==> src/rtl/divide_pipelined_pkg.sv <==
// divide_pipelined_pkg: shared widths and the per-stage pipeline record of the
// pipelined restoring divider.
// Contents:
//   DP_NUMER_W / DP_DENOM_W / DP_QUOT_W / DP_TAG_W  default widths
//   stage_t  one pipeline stage: valid, operands, partial remainder r,
//            partial quotient q, sideband tag and the two early flags.
// stage_t is sized from these localparams, so a build with other widths
// changes them here rather than only overriding the top-level parameters.
package divide_pipelined_pkg;

    localparam int DP_NUMER_W = 23;
    localparam int DP_DENOM_W = 15;
    localparam int DP_QUOT_W  = 11;
    localparam int DP_TAG_W   = 8;

    typedef struct packed {
        logic                  valid;
        logic [DP_NUMER_W-1:0] numer;
        logic [DP_DENOM_W-1:0] denom;
        logic [DP_DENOM_W:0]   r;
        logic [DP_QUOT_W-1:0]  q;
        logic [DP_TAG_W-1:0]   tag;
        logic                  div_zero;
        logic                  overflow;
    } stage_t;

endpackage

==> src/rtl/divide_pipelined_if.sv <==
// divide_pipelined_if: valid/ready request and result channels of the divider.
// Signals:
//   in_valid/in_ready, numer, denom, in_tag          request channel
//   out_valid/out_ready, quotient, remainder, out_tag,
//   div_zero, overflow                               result channel
//   busy                                             any stage occupied
// Modports: master (producer/consumer side), slave (the divider).
interface divide_pipelined_if
    import divide_pipelined_pkg::*;
#(
    parameter int NUMER_W = DP_NUMER_W,
    parameter int DENOM_W = DP_DENOM_W,
    parameter int QUOT_W  = DP_QUOT_W,
    parameter int TAG_W   = DP_TAG_W
);
    logic               in_valid;
    logic               in_ready;
    logic [NUMER_W-1:0] numer;
    logic [DENOM_W-1:0] denom;
    logic [TAG_W-1:0]   in_tag;
    logic               out_valid;
    logic               out_ready;
    logic [QUOT_W-1:0]  quotient;
    logic [DENOM_W-1:0] remainder;
    logic [TAG_W-1:0]   out_tag;
    logic               div_zero;
    logic               overflow;
    logic               busy;

    modport master (
        output in_valid, numer, denom, in_tag, out_ready,
        input  in_ready, out_valid, quotient, remainder, out_tag,
               div_zero, overflow, busy
    );

    modport slave (
        input  in_valid, numer, denom, in_tag, out_ready,
        output in_ready, out_valid, quotient, remainder, out_tag,
               div_zero, overflow, busy
    );
endinterface

==> src/rtl/divide_pipelined_stage.sv <==
// divide_stage: one combinational restoring-division step.
// Ports:
//   r_in      in  DENOM_W+1  partial remainder from the previous stage
//   numer_bit in  1          next dividend bit, MSB first
//   denom     in  DENOM_W    divisor
//   r_out     out DENOM_W+1  partial remainder after the trial subtraction
//   q_bit     out 1          quotient bit produced by this step
module divide_stage #(
    parameter int DENOM_W = 15
) (
    input  logic [DENOM_W:0]   r_in,
    input  logic               numer_bit,
    input  logic [DENOM_W-1:0] denom,
    output logic [DENOM_W:0]   r_out,
    output logic               q_bit
);
    // One bit wider than r so the shift never drops a set MSB.
    logic [DENOM_W+1:0] r_shift;

    assign r_shift = {r_in, numer_bit};
    assign q_bit   = (r_shift >= {2'b00, denom});
    assign r_out   = (DENOM_W+1)'(q_bit ? (r_shift - {2'b00, denom}) : r_shift);
endmodule

==> src/rtl/divide_pipelined.sv <==
// divide_pipelined: fully pipelined unsigned restoring divider, one division
// per cycle, QUOT_W+2 cycles latency, global stall for backpressure.
// Ports:
//   clock   rising-edge clock
//   sclr_n  synchronous reset, active-low (clears valids and all outputs)
//   bus     divide_pipelined_if.slave: in_valid/in_ready/numer/denom/in_tag,
//           out_valid/out_ready/quotient/remainder/out_tag/div_zero/overflow,
//           busy
// Optional feature: define DIVIDE_PIPELINED_ROUND_EN to round the quotient
// half-up (remainder stays truncated); latency is unchanged.
module divide_pipelined
    import divide_pipelined_pkg::*;
#(
    parameter int NUMER_W = DP_NUMER_W,
    parameter int DENOM_W = DP_DENOM_W,
    parameter int QUOT_W  = DP_QUOT_W,
    parameter int TAG_W   = DP_TAG_W
) (
    input  logic              clock,
    input  logic              sclr_n,
    divide_pipelined_if.slave bus
);
    localparam int CMP_W = (NUMER_W > DENOM_W) ? NUMER_W : DENOM_W;

    stage_t             st     [0:QUOT_W];
    logic [DENOM_W:0]   step_r [1:QUOT_W];
    logic               step_q [1:QUOT_W];
    logic               adv;
    logic               any_stage_valid;
    logic [QUOT_W-1:0]  res_q;
    logic [DENOM_W-1:0] res_r;
    logic               res_ovf;

`ifdef DIVIDE_PIPELINED_ROUND_EN
    function automatic logic round_half_up(input logic [DENOM_W:0]   r,
                                           input logic [DENOM_W-1:0] d);
        return ({r, 1'b0} >= {2'b00, d});
    endfunction
`endif

    // Stall freezes every stage, bubbles included.
    assign adv          = !bus.out_valid || bus.out_ready;
    assign bus.in_ready = adv;

    for (genvar k = 1; k <= QUOT_W; k++) begin : g_step
        divide_stage #(.DENOM_W(DENOM_W)) u_stage (
            .r_in      (st[k-1].r),
            .numer_bit (st[k-1].numer[QUOT_W-k]),
            .denom     (st[k-1].denom),
            .r_out     (step_r[k]),
            .q_bit     (step_q[k])
        );
    end

    // Stage 0 input register, then one restoring step per stage. The whole
    // record is forwarded and only r and the new quotient bit are replaced.
    always_ff @(posedge clock) begin
        if (adv) begin
            st[0].valid    <= bus.in_valid;
            st[0].numer    <= bus.numer;
            st[0].denom    <= bus.denom;
            st[0].tag      <= bus.in_tag;
            st[0].div_zero <= (bus.denom == '0);
            st[0].overflow <= (CMP_W'(bus.numer >> QUOT_W) >= CMP_W'(bus.denom));
            // Only meaningful when overflow is clear, where it fits in DENOM_W bits.
            st[0].r        <= (DENOM_W+1)'(bus.numer >> QUOT_W);
            st[0].q        <= '0;
            for (int k = 1; k <= QUOT_W; k++) begin
                st[k]             <= st[k-1];
                st[k].r           <= step_r[k];
                st[k].q[QUOT_W-k] <= step_q[k];
            end
        end
        if (!sclr_n) begin
            for (int k = 0; k <= QUOT_W; k++) begin
                st[k].valid <= 1'b0;
            end
        end
    end

    always_comb begin
        res_q   = st[QUOT_W].q;
        res_r   = st[QUOT_W].r[DENOM_W-1:0];
        res_ovf = 1'b0;
        if (st[QUOT_W].div_zero) begin
            res_q = '1;
            res_r = '0;
        end else if (st[QUOT_W].overflow) begin
            res_q   = '1;
            res_r   = '0;
            res_ovf = 1'b1;
        end else begin
`ifdef DIVIDE_PIPELINED_ROUND_EN
            if (round_half_up(st[QUOT_W].r, st[QUOT_W].denom)) begin
                if (&st[QUOT_W].q) begin
                    res_ovf = 1'b1;
                end else begin
                    res_q = st[QUOT_W].q + QUOT_W'(1);
                end
            end
`endif
        end
    end

    // Output register; data only loads with a real result so bubbles leave
    // the last result (or the reset zeros) in place.
    always_ff @(posedge clock) begin
        if (!sclr_n) begin
            bus.out_valid <= 1'b0;
            bus.quotient  <= '0;
            bus.remainder <= '0;
            bus.out_tag   <= '0;
            bus.div_zero  <= 1'b0;
            bus.overflow  <= 1'b0;
        end else if (adv) begin
            bus.out_valid <= st[QUOT_W].valid;
            if (st[QUOT_W].valid) begin
                bus.quotient  <= res_q;
                bus.remainder <= res_r;
                bus.out_tag   <= st[QUOT_W].tag;
                bus.div_zero  <= st[QUOT_W].div_zero;
                bus.overflow  <= res_ovf;
            end
        end
    end

    always_comb begin
        any_stage_valid = 1'b0;
        for (int k = 0; k <= QUOT_W; k++) begin
            any_stage_valid = any_stage_valid | st[k].valid;
        end
    end

    assign bus.busy = any_stage_valid || bus.out_valid;
endmodule

==> src/flat_wrapper.sv <==
// flat-port wrapper written by rule: the top's interface ports become plain ports
module divide_pipelined_flat import divide_pipelined_pkg::*;
#(
    parameter int NUMER_W = DP_NUMER_W,
    parameter int DENOM_W = DP_DENOM_W,
    parameter int QUOT_W  = DP_QUOT_W,
    parameter int TAG_W   = DP_TAG_W
)
  (clock, sclr_n, bus_in_valid, bus_numer, bus_denom, bus_in_tag, bus_out_ready, bus_in_ready, bus_out_valid, bus_quotient, bus_remainder, bus_out_tag, bus_div_zero, bus_overflow, bus_busy);
  divide_pipelined_if #(.NUMER_W(NUMER_W), .DENOM_W(DENOM_W), .QUOT_W(QUOT_W), .TAG_W(TAG_W)) bus_i ();
  input  logic clock;
  input  logic sclr_n;
  input wire logic [$bits(bus_i.in_valid)-1:0] bus_in_valid;
  input wire logic [$bits(bus_i.numer)-1:0] bus_numer;
  input wire logic [$bits(bus_i.denom)-1:0] bus_denom;
  input wire logic [$bits(bus_i.in_tag)-1:0] bus_in_tag;
  input wire logic [$bits(bus_i.out_ready)-1:0] bus_out_ready;
  output wire logic [$bits(bus_i.in_ready)-1:0] bus_in_ready;
  output wire logic [$bits(bus_i.out_valid)-1:0] bus_out_valid;
  output wire logic [$bits(bus_i.quotient)-1:0] bus_quotient;
  output wire logic [$bits(bus_i.remainder)-1:0] bus_remainder;
  output wire logic [$bits(bus_i.out_tag)-1:0] bus_out_tag;
  output wire logic [$bits(bus_i.div_zero)-1:0] bus_div_zero;
  output wire logic [$bits(bus_i.overflow)-1:0] bus_overflow;
  output wire logic [$bits(bus_i.busy)-1:0] bus_busy;
  assign bus_i.in_valid = bus_in_valid;
  assign bus_i.numer = bus_numer;
  assign bus_i.denom = bus_denom;
  assign bus_i.in_tag = bus_in_tag;
  assign bus_i.out_ready = bus_out_ready;
  assign bus_in_ready = bus_i.in_ready;
  assign bus_out_valid = bus_i.out_valid;
  assign bus_quotient = bus_i.quotient;
  assign bus_remainder = bus_i.remainder;
  assign bus_out_tag = bus_i.out_tag;
  assign bus_div_zero = bus_i.div_zero;
  assign bus_overflow = bus_i.overflow;
  assign bus_busy = bus_i.busy;
  divide_pipelined #(.NUMER_W(NUMER_W), .DENOM_W(DENOM_W), .QUOT_W(QUOT_W), .TAG_W(TAG_W)) u_core (.clock(clock), .sclr_n(sclr_n), .bus(bus_i));
endmodule
==> config.mk <==
export PLATFORM = sky130hd
export DESIGN_NAME = divide_pipelined_flat
export DESIGN_NICKNAME = d
export VERILOG_FILES = /design/src/rtl/divide_pipelined_pkg.sv /design/src/rtl/divide_pipelined_if.sv /design/src/rtl/divide_pipelined_stage.sv /design/src/rtl/divide_pipelined.sv /design/src/flat_wrapper.sv
export SDC_FILE = /design/constraint.sdc
export NUM_CORES = 1
export LEC_CHECK = 0
export CORE_UTILIZATION = 42
export DETAILED_ROUTE_END_ITERATION = 7
export GPL_TIMING_DRIVEN = 0
export HOLD_SLACK_MARGIN = 0.05
export PLACE_DENSITY = 0.63
export SKIP_CTS_REPAIR_TIMING = 1
export SYNTH_ARGS = -nofsm -noshare
export SYNTH_HDL_FRONTEND = slang
export SYNTH_HIERARCHICAL = 1
export SYNTH_SLANG_ARGS = --single-unit
==> constraint.sdc <==
create_clock -name clock -period 8.8 [get_ports clock]
set_input_delay 0.88 -clock clock [delete_from_list [all_inputs] [get_ports clock]]
set_output_delay 0.88 -clock clock [all_outputs]
set_load 0.01 [all_outputs]
==> results of run 1 <==
==> cell type report <==
type                    instances  area share (%)
clock inverters                46           1.583
inverters                     233           2.246
plain buffers                  81           1.769
clock buffers                  91           5.012
flip-flops and latches        653           49.04
well taps                    1060           3.397
multi-input cells            1645           34.37
repair buffers                 92           2.583
==> worst max-delay path, stage by stage <==
cell and delay, ps:
clkdlybuf4s50_1 510, nor2b_4 70, inv_4 60, buf_2 220
buf_8 400, buf_16 440, clkdlybuf4s50_1 650
==> through the flow <==
step,util [%],area (sq um)
after CTS,48.55,39050
after floorplan,-,34130
after detailed placement,45.35,36470
final,48.55,39050
after global placement,45.17,36330
after global routing,48.55,39050
==> registers in the layout, indices dropped and copies added (netlist names) <==
signal / cells
u_core/bus.quotient: 11
u_core/st: 616
u_core/bus.out_tag: 8
u_core/bus.out_valid: 1
u_core/bus.div_zero: 1
u_core/bus.overflow: 1
u_core/bus.remainder: 15
==> how the worst min path moves through the flow <==
stage	slack, ps	start	to	cells after the start
after floorplan	400	u_core/st[0][37]$_DFFE_PN_	u_core/st[0][113]$_DFFE_PN_	0
after global placement	400	u_core/st[0][687]$_DFFE_PN_	u_core/st[0][763]$_DFFE_PN_	0
after detailed placement	400	u_core/st[0][38]$_DFFE_PN_	u_core/st[0][114]$_DFFE_PN_	0
after CTS	400	u_core/st[0][688]$_DFFE_PN_	u_core/st[0][764]$_DFFE_PN_	0
after global routing	410	u_core/st[0][115]$_DFFE_PN_	u_core/st[0][191]$_DFFE_PN_	0
final	410	u_core/st[0][688]$_DFFE_PN_	u_core/st[0][764]$_DFFE_PN_	0
==> per-layer routing <==
| metal | GRT usage (%) | vias up | part of all wire [%] |
|---|---|---|---|
| met3 | 2.651 | 137 | 3.9 |
| met2 | 28.54 | 407 | 49 |
| met4 | 5.997 | 0 | 2.8 |
| li1 | - | 10090 | - |
| met5 | 0 | - | 0 |
| met1 | 20.93 | 9961 | 44 |
==> cell usage in the layout (no fill, tap or decap), drive strengths merged, types with 23 or more instances in the layout <==
master / n
a21boi: 46
a21o: 47
a21oi: 115
and2: 44
and2b: 30
buf: 61
clkbuf: 116
clkdlybuf4s50: 87
clkinv: 31
dfxtp: 46
edfxtp: 607
ha: 177
inv: 235
mux2: 132
mux2i: 44
nand2: 123
nand3: 90
nand3b: 23
nand4: 34
nor2: 157
nor2b: 27
nor3: 75
o21a: 34
o21ai: 74
o311ai: 25
xnor2: 77
==> report_power, final <==
part | internal [uW] | switching, uW | total, uW
clock network | 1880 | 1300 | 3190
logic | 2520 | 2760 | 5280
registers | 4250 | 325 | 4570
==> impl_metrics.yaml, run 1 <==
sta:
  grt_setup_unrepaired: "false"
  worst_pin_slew_ps: 1075
  fin_skew_ps: 36.31
  period_minus_slack_ps: 4273
  setup_viol: 0
  hold_violations: 0
  hold_ws_ps: 409.4
  setup_tns_ps: 0
  fin_ws_ps: 4527
  slew_headroom_pct: 27.67
  max_clock_freq_ghz: 0.2340
  report.final.slew_viol_count: 0
  fin_crit_sh_pct: 48.56
floorplanning:
  core_sq_um: 80420
  num_io_pins: 89
  num_rows: 104
  dieArea_sq_um: 82330
  die_w_um: 286.9
  fp.dieH_um: 286.9
  start_util_pct: 42.40
routing:
  detail_route.wl_per_cell_um: 17.66
  drt-initial-drc-count: 1165
  drc: 0
  route.final.wire_length_mm: 68.90
  routed_via_density: 5.278
  num_vias: 20590
  antenna_left: 0
  firstDrtPassIters: 7
grt:
  antenna_found_initial: 0
  grt_usage_pct: 16.55
  grt_max_degree: 134
  grt_overflow: 0
  grt_pass1_wl_mm: 108.6
  grt_pass1_vias: 20560
cts:
  cts_tree: "built"
  clock_sinks: 653
  htreeDepth: 3
  clkTransAtPathRegs_ps: 60
  clock_path_buffers: 3
  clkLatencyLatePin_ps: 640
  cts_root_buffer: "clkbuf_16"
  cts_made_buffers: 75
power:
  peakVddDrop_mv: 0.1570
  leakage_uw: 0.01555
  finalPower_uw: 13040
  power_density_nw_per_um2: 334.1
run_status:
  run_status: "finished, final reports clean"
critical_path:
  start_kind: "input port"
  crit_path_end: "bus_in_ready"
  r2r-start: "u_core/bus.out_valid$_SDFFE_PN0N_"
  critPathKind: "input port to primary output"
  worstPathRequired_ps: 7920
  cp.arrival_ps: 3390
  setup.worst_path.start: "bus_out_ready"
  reg2reg_depth: 8
  path_max_fanout: 120
  rrSetupSlack_ps: 5250
  cp-end-kind: "primary output"
  reg2reg_to: "u_core/st[0][470]$_DFFE_PN_"
place:
  port_buffers: 87
  dp_hpwl_mm: 50.76
  preCtsSetupSlack_ps: 4145
  placedCellCount: 3764
  globalplace.congestion: 0.9366
cells_and_area:
  seqCellArea_sq_um: 19150
  nFillCells: 6967
  drive_above_1_share_pct: 15.70
  instances_no_fill: 3901
  final_nets: 3019
  multiInputGateArea_sq_um: 13420
  area_growth_pct: 14.50
  antenna_cells: 0
synth:
  synth_area_sq_um: 34100
  avgSynthCellArea_sq_um: 13.09
  synth_cells: 2605
  synth-warning-count: 6
flow_run:
  cap_violations: 0
worst_hold_path:
  hold_path.class: "register to register"
No activity file was read; power rests on OpenSTA's default activity.
==> run 2: changes to the inputs <==
- clock period: 8.8 -> 3.9 ns (I/O delays scaled with it)
==> run 2 against run 1 <==
  * Die area is the same
  * Worst setup slack lost 4200 ps
  * Register-to-register slack lost 4500 ps
  * Critical path depth is the same
  * Power grew 120%
  * Core utilization is essentially flat
  * Global-route usage grew 0.22 points
  * Clock power grew 120%
  * Sequential power grew 130%
  * First-iteration DRC count shrank 1.9%
  * Combinational power grew 130%
  * Highest routed layer unchanged
==> impl_metrics.yaml, run 2 (synthesis gave the netlist of run 1 again) <==
run_status:
  run_status: "finished, final reports clean"
grt:
  grt_max_degree: 127
  grt_overflow: 0
  grt_usage_pct: 16.77
  antenna_found_initial: 0
  grt_pass1_wl_mm: 110.2
  grt_pass1_vias: 20380
sta:
  slew_headroom_pct: 29.51
  setup_viol: 0
  worst_pin_slew_ps: 1048
  period_minus_slack_ps: 3544
  report.final.slew_viol_count: 0
  hold_violations: 0
  fin_skew_ps: 31.18
  grt_setup_unrepaired: "false"
  fin_crit_sh_pct: 90.87
  max_clock_freq_ghz: 0.2822
critical_path:
  cp_cell_sequence: "nor2b_4 > inv_4 > buf_2 > buf_16 > buf_16 > buf_16 > clkdlybuf4s50_1"
  r2r-start: "u_core/st[0][174]$_DFFE_PN_"
  reg2reg_depth: 8
  cp.arrival_ps: 3150
  slowest_stage: "clkdlybuf4s50_1"
  critPathTopFamily: "buffers and inverters"
  path_max_fanout: 80
  critical-path-max-stage-delay_ps: 620
  worst_path_most_repeated_cell: "buf_16"
  worstPathRequired_ps: 3510
  rrSetupSlack_ps: 720
  reg2reg_to: "u_core/st[0][246]$_DFFE_PN_"
  cp-end-kind: "primary output"
  start_kind: "register"
  crit_buf_inv: 6
  critPathKind: "register to primary output"
power:
  power_density_nw_per_um2: 749.2
  leakage_uw: 0.01553
  peakVddDrop_mv: 0.4067
  finalPower_uw: 29230
cts:
  clkTransAtPathRegs_ps: 60
  cts_root_buffer: "clkbuf_16"
  cts_tree: "built"
  cts_made_buffers: 75
  clock_path_buffers: 3
  clkLatencyLatePin_ps: 620
  clock_sinks: 653
  htreeDepth: 3
flow_run:
  cap_violations: 0
cells_and_area:
  antenna_cells: 0
  final_cell_area_sq_um: 39020
  final_nets: 3021
  drive_above_1_share_pct: 15.55
  multiInputGateArea_sq_um: 13420
  seqCellArea_sq_um: 19150
  largestRegisters: "u_core/st (616), u_core/bus.remainder (15), u_core/bus.quotient (11)"
  area_growth_pct: 14.43
  nFillCells: 6942
  largest_register_ffs: 616
  final_common_cell: "edfxtp_1"
  largest-register: "u_core/st"
  layout.cells.most_common_list: "edfxtp_1 (607), inv_1 (232), ha_1 (177)"
  instances_no_fill: 3902
  final_util_pct: 48.52
routing:
  routed_via_density: 5.296
  detail_route.wl_per_cell_um: 17.84
  route.final.wire_length_mm: 69.60
  antenna_left: 0
  firstDrtPassIters: 5
  num_vias: 20670
  drt-initial-drc-count: 1143
  drc: 0
floorplanning:
  start_util_pct: 42.40
  num_io_pins: 89
  num_rows: 104
  fp.dieH_um: 286.9
  die_w_um: 286.9
  core_sq_um: 80420
  dieArea_sq_um: 82330
place:
  post_dp_cell_area_sq_um: 36470
  placedCellCount: 3764
  globalplace.congestion: 0.9398
  dp_hpwl_mm: 50.39
  port_buffers: 87
worst_hold_path:
  min_path_cells: 2
  hold_path_end: "u_core/bus.out_valid$_SDFFE_PN0N_"
  holdCritStartpoint: "sclr_n"
  hold_path.class: "input port to register"
==> run 2: cell count changes in the layout (fill, tap and decap cells not counted), sizes merged <==
cell	previous run	this run
clkbuf	116	123
clkinv	31	25
bufinv	9	7
clkinvlp	4	5
inv	235	236
==> run 2: final cells by class <==
cell class              instances  share of cell area, %
multi-input cells            1645                  34.39
flip-flops and latches        653                  49.07
inverters                     233                  2.248
well taps                    1060                  3.399
repair buffers                 94                  2.713
clock inverters                40                  1.279
clock buffers                  96                  5.092
plain buffers                  81                  1.802
==> run 2: routing by layer <==
layer	share of wire [%]	up-vias	global-route usage [%]
met4	2.9	0	5.878
met1	45	10010	21.70
met5	0	-	0
met3	3.4	135	2.563
li1	-	10110	-
met2	49	404	28.51
==> run 2: worst max path at each step <==
stage	start	endpoint	slack (ps)	depth (start not counted)
3_3_place_gp	bus_out_ready	bus_in_ready	-2180	6
4_1_cts	u_core/bus.out_valid$_SDFFE_PN0N_	bus_in_ready	-280	7
6_report	u_core/bus.out_valid$_SDFFE_PN0N_	bus_in_ready	360	7
5_1_grt	u_core/bus.out_valid$_SDFFE_PN0N_	bus_in_ready	140	7
3_5_place_dp	bus_out_ready	bus_in_ready	-80	8
2_1_floorplan	u_core/bus.out_valid$_SDFFE_PN0N_	u_core/st[0][0]$_DFFE_PN_	200	4
==> run 2: where the power goes <==
part	switching, uW	internal (uW)	total [uW]
Combinational	6210	5700	11900
Sequential	732	9580	10300
Clock	2890	4130	7020
Total	9830	19400	29200
==> run 2: per-stage QoR <==
stage / hold WS, ps / TNS [ps] / setup slack (ps)
after floorplan: 400.3 / 0 / 197.0
after global placement: 400.3 / -774690 / -2183
after detailed placement: 404.5 / -78.04 / -78.04
after CTS: 82.05 / -277.2 / -277.2
after global routing: 115.5 / 0 / 143.4
final: 137.0 / 0 / 355.9
==> run 3: changes to the inputs <==
- PLACE_DENSITY: 0.63 -> 0.61
- clock period: 3.9 -> 4 ns (I/O delays scaled with it)
==> run 3 against run 2 <==
  * Worst setup slack improved by 380 ps
  * Via count rose by 0.28%
  * Core utilization barely moved
  * Register-to-register slack improved by 20 ps
  * Non-clock buffer count fell by 2
  * Global-route usage fell by 0.16 points
  * Clock power barely moved
  * Sequential cell count did not move
  * Critical path depth did not move
  * Die area did not move
  * Wire length fell by 1.0%
  * Clock skew rose by 9.7 ps
  * Critical path type is now register to register
  * Critical endpoint is now u_core/st[0][403]$_DFFE_PN_
  * Largest cell class unchanged
==> impl_metrics.yaml, run 3 (synthesis gave the netlist of run 1 again) <==
run_status:
  run_status: "finished, final reports clean"
critical_path:
  rrSetupSlack_ps: 740
  cp.arrival_ps: 3490
  critPathKind: "register to register"
  worst_path_most_repeated_cell: "buf_16"
  critical-path-max-stage-delay_ps: 520
  slowest_stage: "buf_8"
  worstPathRequired_ps: 4230
  cp_cell_sequence: "nor2b_4 > inv_4 > buf_2 > buf_8 > buf_16 > buf_16 > buf_16"
  start_kind: "register"
  path_max_fanout: 118
  cp-end-kind: "register"
sta:
  fin_skew_ps: 40.86
  setup_viol: 0
  hold_violations: 0
  period_minus_slack_ps: 3261
  grt_setup_unrepaired: "false"
  report.final.slew_viol_count: 0
  setup_tns_ps: 0
  worst_pin_slew_ps: 1068
  slew_headroom_pct: 28.19
  max_clock_freq_ghz: 0.3067
  fin_ws_ps: 739.5
  fin_crit_sh_pct: 81.51
place:
  dp_hpwl_mm: 50.27
  preCtsSetupSlack_ps: 204.4
  globalplace.congestion: 0.9186
  port_buffers: 87
cts:
  clock_path_buffers: 3
  htreeDepth: 3
  cts_root_buffer: "clkbuf_16"
  clock_sinks: 653
  clkTransAtPathRegs_ps: 60
  cts_made_buffers: 76
  clkLatencyLatePin_ps: 640
  cts_tree: "built"
routing:
  routed_via_density: 5.309
  route.final.wire_length_mm: 68.89
  firstDrtPassIters: 7
  antenna_left: 0
  drt-initial-drc-count: 1105
  detail_route.wl_per_cell_um: 17.65
  drc: 0
  num_vias: 20720
flow_run:
  cap_violations: 0
grt:
  grt_max_degree: 119
  grt_pass1_vias: 20580
  grt_overflow: 0
  grt_pass1_wl_mm: 109.6
  grt_usage_pct: 16.62
  antenna_found_initial: 0
cells_and_area:
  drive_above_1_share_pct: 15.48
  largest-register: "u_core/st"
  largestRegisters: "u_core/st (616), u_core/bus.remainder (15), u_core/bus.quotient (11)"
  antenna_cells: 0
  final_nets: 3020
  layout.cells.most_common_list: "edfxtp_1 (607), inv_1 (232), ha_1 (177)"
  area_growth_pct: 14.50
  largest_register_ffs: 616
  final_common_cell: "edfxtp_1"
  nFillCells: 6948
worst_hold_path:
  hold_path.class: "input port to register"
floorplanning:
  die_w_um: 286.9
  num_io_pins: 89
  fp.dieH_um: 286.9
  num_rows: 104
  start_util_pct: 42.40
  core_sq_um: 80420
  dieArea_sq_um: 82330
power:
  leakage_uw: 0.01555
  peakVddDrop_mv: 0.3809
  power_density_nw_per_um2: 734.2
[run 3: cell types whose count changed in the layout (fill, tap and decap cells not counted)]
cell / previous run / this run
clkinv_1: 10 / 16
bufinv_16: 7 / 8
clkbuf_1: 35 / 32
buf_8: 2 / 3
clkinv_8: 1 / 0
inv_16: 2 / 1
clkinv_4: 1 / 0
clkinvlp_4: 5 / 2
buf_16: 6 / 5
clkbuf_16: 78 / 77
clkinv_16: 3 / 5
clkbuf_8: 1 / 3
[run 3: cell type report]
type	instances	area [sq um]	share of cell area [%]
inverter	233	877.1	2.246
multi-input combinational	1645	13420	34.37
clock inverter	43	544.3	1.394
timing repair buffer	92	1008	2.583
sequential	653	19150	49.04
buffer	81	690.7	1.769
clock buffer	96	2028	5.195
tap	1060	1326	3.397
[run 3: through the flow]
step                instances  hold slack (ps)  cell area, sq um  util, %  total power (uW)
finish                   3903            129.1             39040    48.55             28670
detailed placement       3764            404.5             36470    45.35             21700
global placement         3759            400.2             36340    45.19             21370
floorplan                2612            400.3             34140        -             19080
global route             3903            136.6             39040    48.55             30260
CTS                      3903            85.36             39040    48.55             28870
[run 3: where the power goes]
| group | total (uW) | internal [uW] | switching (uW) |
|---|---|---|---|
| Combinational | 11600 | 5560 | 6070 |
| Clock | 6990 | 4160 | 2830 |
| Sequential | 10000 | 9340 | 706 |
[run 3: final timing paths]
path / from / end / depth (start not counted)
min: sclr_n / u_core/bus.out_valid$_SDFFE_PN0N_ / 2
max reg2reg: u_core/bus.out_valid$_SDFFE_PN0N_ / u_core/st[0][403]$_DFFE_PN_ / 7
min reg2reg: u_core/st[0][418]$_DFFE_PN_ / u_core/st[0][494]$_DFFE_PN_ / 0
max: u_core/bus.out_valid$_SDFFE_PN0N_ / u_core/st[0][403]$_DFFE_PN_ / 7
[run 3: routing by layer]
| metal | GRT usage (%) | part of all wire [%] | vias to the layer above |
|---|---|---|---|
| met5 | 0 | 0 | - |
| met4 | 5.944 | 3.0 | 0 |
| met3 | 2.294 | 3.7 | 129 |
| met2 | 28.93 | 50 | 434 |
| met1 | 21.02 | 44 | 10040 |
| li1 | - | - | 10120 |
[run 3: critical path: cells and delay by family, from the launching register on]
family / cells / cell delay, ps
AND/OR/NAND/NOR: 1 / 140
buffers and inverters: 6 / 2070
flip-flops: 1 / 320
